==> config.mk <==
export PLATFORM = sky130hd
export DESIGN_NAME = phase_accumulator
export DESIGN_NICKNAME = d
export VERILOG_FILES = /design/src/rtl/phase_accumulator.sv
export SDC_FILE = /design/constraint.sdc
export NUM_CORES = 1
export LEC_CHECK = 0
export ABC_AREA = 1
export CAP_MARGIN = 20
export CORE_MARGIN = 5
export CORE_UTILIZATION = 52
export DETAILED_ROUTE_END_ITERATION = 10
export PLACE_DENSITY = 0.81
export SETUP_SLACK_MARGIN = 0.3
export SLEW_MARGIN = 20
export SYNTH_ARGS = -nofsm -noshare
export SYNTH_HDL_FRONTEND = slang
export SYNTH_SLANG_ARGS = --single-unit
==> constraint.sdc <==
create_clock -name clk -period 2.15 [get_ports clk]
set_input_delay 0.43 -clock clk [delete_from_list [all_inputs] [get_ports clk]]
set_output_delay 0.43 -clock clk [all_outputs]
set_load 0.02 [all_outputs]
==> src/rtl/phase_accumulator.sv <==
// Phase accumulator (NCO core): registered phase += step each cycle, with a registered wrap pulse.
// Optional macro PHASE_STEP_REG_EN inserts a one-cycle step register in front of the adder.
module phase_accumulator #(
    parameter int unsigned WIDTH = 37
) (
    input  logic             clk,
    input  logic             reset,
    input  logic [WIDTH-1:0] phase_step,
    output logic [WIDTH-1:0] phase,
    output logic             wrap
);

    logic [WIDTH-1:0] step_eff;
    logic [WIDTH-1:0] phase_q, phase_d;
    logic             wrap_q, wrap_d;
    logic [WIDTH:0]   sum;

`ifdef PHASE_STEP_REG_EN
    logic [WIDTH-1:0] step_q;

    always_ff @(posedge clk) begin
        if (!reset) begin
            step_q <= '0;
        end else begin
            step_q <= phase_step;
        end
    end

    assign step_eff = step_q;
`else
    assign step_eff = phase_step;
`endif

    // Extra MSB of the sum is the carry out that becomes the wrap pulse.
    always_comb begin
        sum     = {1'b0, phase_q} + {1'b0, step_eff};
        phase_d = sum[WIDTH-1:0];
        wrap_d  = sum[WIDTH];
    end

    always_ff @(posedge clk) begin
        if (!reset) begin
            phase_q <= '0;
            wrap_q  <= 1'b0;
        end else begin
            phase_q <= phase_d;
            wrap_q  <= wrap_d;
        end
    end

    assign phase = phase_q;
    assign wrap  = wrap_q;

endmodule

# After elaboration in Yosys (flattened, before gate mapping)

Index checks and enable logic that the tools add are counted.

Register bits after elaboration: 38
Output and inout port bits: 38
Logic and storage cells: 3
Input bits: 39

Add/sub/neg operators: 1

Operators by type and width:

| operator       | number |
|---|---|
| $add 37x37->38 | 1 |

# Longest topological paths before layout

Depth in word-level cells: 1
Mapped depth: 14
Gate-level depth less buffers: 14

# Least setup slack after synthesis

No wires, ideal clock.

Kind: register to register
Start: register phase_q[0] (netlist: phase[0])
End: register phase_q[32] (netlist: phase[32])
Data required time: 2.035 ns
Clock period less this slack: 1.947 ns
Setup time: 0.115 ns
Path slack: 0.203 ns
Path buffers: 0
Data arrival time: 1.832 ns
Cell stages (with the launch flop): 14
Path through: dfxtp_1 > ha_1 > inv_1 > fa_1 > inv_1 > nand3_1 > nand3_2 > nand2_1 > nand2_2 > nand2_1 > nand2_2 > nand2_1 > a21oi_1 > nor2_1

Longest elaborated chain between the ends: 1

Ends and longest elaborated chain:

| element                  | line | source |
|---|---|---|
| start: declaration       | 14   | `logic [WIDTH-1:0] phase_q, phase_d;` |
| start signal: assignment | 46   | `phase_q <= phase_d;` |
| $add 37x37->38           | 36   | `sum = {1'b0, phase_q} + {1'b0, step_eff};` |

Every way passes these cells.
A chain may end at the register's enable or synchronous reset.

# Worst setup path in the final report

Start: input phase_step[6]
End: register phase_q[21] (netlist: phase[21])

Longest elaborated chain between the ends: 1

Ends and longest elaborated chain:

| element            | line | source |
|---|---|---|
| start: declaration | 8    | `input logic [WIDTH-1:0] phase_step,` |
| $add 37x37->38     | 36   |  |

Every way passes these cells.

==> out/results.tsv <==
metric	value	unit
timing.final.ws_setup	0.134	ns
clkLatencyLatePin	0.30	ns
dr_total_vias	5411	
grt_max_degree	18	
netSwitchingPower	4460	uW
antenna_found_initial	0	
dr.pass1.iters	9	
slowest_stage	ha_4	
ant_nets	0	
multi_input_area	3520	sq um
fin_cells	881	
yosys.area.top_type_share	21.0	%
gp_congestion	0.931	
cpMostUsedCell	nand2_1	
path_class	input pin to flop	
post-route-period-util	93.8	%
syn-num-nets	704	
gr-total-overflow	0	
first_iter_violations	539	
cts_sinks	38	
end_kind	flop	
drc_errors	0	
fin_worst_skew	0.0177	ns
holdCritPathClass	input pin to flop	
relSlewSlack	70.8	%
path_cells	dlygate4sd2_1 -> ha_4 -> nand2_1 -> nand2_1 -> a21oi_2 -> buf_4 -> o21ai_1 -> nand2_1 -> nand3b_1 -> nand2_1 -> nand2_1 -> nor2_1	
fin_worst_hold_slack	0.557	ns
hpwl	10200	um
syn_to_final_growth	72.7	%
coreArea	6790	sq um
yosys-top-cells-area	nand2_1 21%, dfxtp_1 21%, ha_1 13%	
path_clk_slew	0.10	ns
postSynthCellCount	627	
start_util	53.4	%
track_usage	34.0	%
vias_per_cell	6.14	
pre_cts_slack	-0.324	ns
synth-seq-cells	38	
diodes	0	
pwr-share-clk	6.2	%
n_fill_cell	278	
seq_area	767	sq um
numPortBuffers	76	
wl_per_cell	20.8	um
path_max_fanout	5	
grt_pass1_vias	4957	
dieHeight	93.5	um
power_switching_share	52.8	%
yosys.area.top_type	nand2_1	
arrival	2.22	ns
p_int	3990	uW
setup_tns	0	ns
critPathLaunchType	input pin	
status	finished clean	
drive_gt1_share	38.3	%
h-tree-depth	2	
die_width	93.5	um
syn_avg_cell_area	5.79	sq um
hold_viol	0	
yosysSeqAreaShare	21.0	%
leakage	0.00310	uW
wirelength	18300	um
ys_warn_count	0	
power_frac_seq	15.7	%
ir_worst_vdd	0.000862	V
tritoncts	built	
powerDensity	1350	nW/um^2
fin_crit	2.02	ns
pwr-share-comb	78.1	%
nets	862	
final-max-slew-violation-count	0	
tightest_slew	0.435	ns
syn_area	3630	sq um
hold_buffers	0	
cts-root-buf	clkbuf_8	
dp.cells	851	
fmax	0.496	GHz
numCtsBuffers	5	
final_core_util	92.2	%
grt_setup_unrepaired	yes	
slowest_delay	0.33	ns
cts_buffer_depth	2	
synth_cell_types	29	
ios	77	
rows	30	
die-area	8750	sq um
grt_pass1_wl	23600	um
worstPathRequired	2.35	ns
cap_violations	0	
setup_viol	0	
-- critical path: cells and delay by family --
kind,cells,cell delay [ns]
compound gates,2,0.28
fa+ha+maj,1,0.33
buf+inv,2,0.39
simple gates,7,0.78
-- cell type report --
type	count	area share (%)
multi-input combinational	474	56.2
timing repair buffer	154	21.7
sequential	38	12.2
inverter	112	6.71
tap	96	1.92
clock buffer	7	1.22
-- cell families (layout without fill, tap and decap cells) --
group	count (synthesis)	in the layout	synth area share, %
buf+inv	115	273	12.0
fa+ha+maj	38	38	13.3
xor+xnor	1	1	0.241
flops	38	38	21.0
simple gates	338	338	39.1
compound gates	97	97	14.4
-- flip-flops by register name (all words and copies together) (netlist names) --
| register | count |
|---|---|
| phase | 37 |
| wrap | 1 |
-- Yosys cell counts --
cell type and instances:
dfxtp_1 38, o21a_1 6, o21ai_1 4, inv_1 105
nand3_2 6, xor2_1 1, nor3_1 10, nor2_1 69
fa_1 1, nand4_1 2, nand3b_1 2, and2_0 1
o311ai_0 1, nand2_2 12, nand2_1 203, nor2_4 1
nor4_1 1, a21boi_0 1, nand3_1 27, a21oi_2 4
clkbuf_1 1, clkinv_1 1, nor2_2 4, a21oi_1 59
o21ai_0 21, ha_1 37, a21o_1 1, buf_2 2
inv_2 6
-- power by group through the flow --
| stage | clock network (uW) | logic [uW] | registers, uW |
|---|---|---|---|
| final | 525 | 6590 | 1330 |
| after global routing | 528 | 6920 | 1350 |
| after CTS | 499 | 5390 | 1270 |
| after detailed placement | 0 | 4490 | 1180 |
| after global placement | 0 | 4370 | 1160 |
| after floorplan | 0 | 2320 | 1480 |
-- per-stage QoR --
step	power, uW	cell area [sq um]
detailed placement	5670	4910
CTS	7150	5760
finish	8440	6270
floorplan	3800	3630
global placement	5540	4910
global route	8800	6270
-- routing by layer --
layer  vias up  global-route usage (%)  wire [um]
li1       2291                       -          -
met1      2395                    40.0       6200
met2       535                    59.9       8440
met3       190                    7.32       2200
met4         0                    13.4       1490
met5         -                       0          0
-- final timing paths --
kind,from,end,slack [ns],depth (start not counted)
worst max-delay path,phase_step[6],phase[21]$_SDFF_PN0_,0.13,12
worst min-delay path,phase_step[0],phase[0]$_SDFF_PN0_,0.56,4
worst max register to register,phase[0]$_SDFF_PN0_,phase[21]$_SDFF_PN0_,0.17,14
worst min register to register,phase[0]$_SDFF_PN0_,phase[0]$_SDFF_PN0_,0.67,3
-- what timing repair did --
item	in CTS	in global routing
pin swaps	50	61
buffers inserted	14	9
endpoints found under the hold margin	0	0
gates resized for setup	158	120
endpoints found under the setup margin	32	29
-- placed cells by master (no fill, tap or decap), drive strengths merged --
master,n
xor2,1
o311ai,1
ha,37
nand4,2
inv,111
dlymetal6s2s,11
nand3,33
nor4,1
nand2,215
nor2,74
and2,1
nor3,10
dlygate4sd2,22
clkbuf,8
dfxtp,38
clkinv,1
a21oi,63
buf,78
fa,1
o21a,6
clkdlybuf4s50,42
a21o,1
a21boi,1
nand3b,2
o21ai,25
No activity file was read; power rests on OpenSTA's default activity.
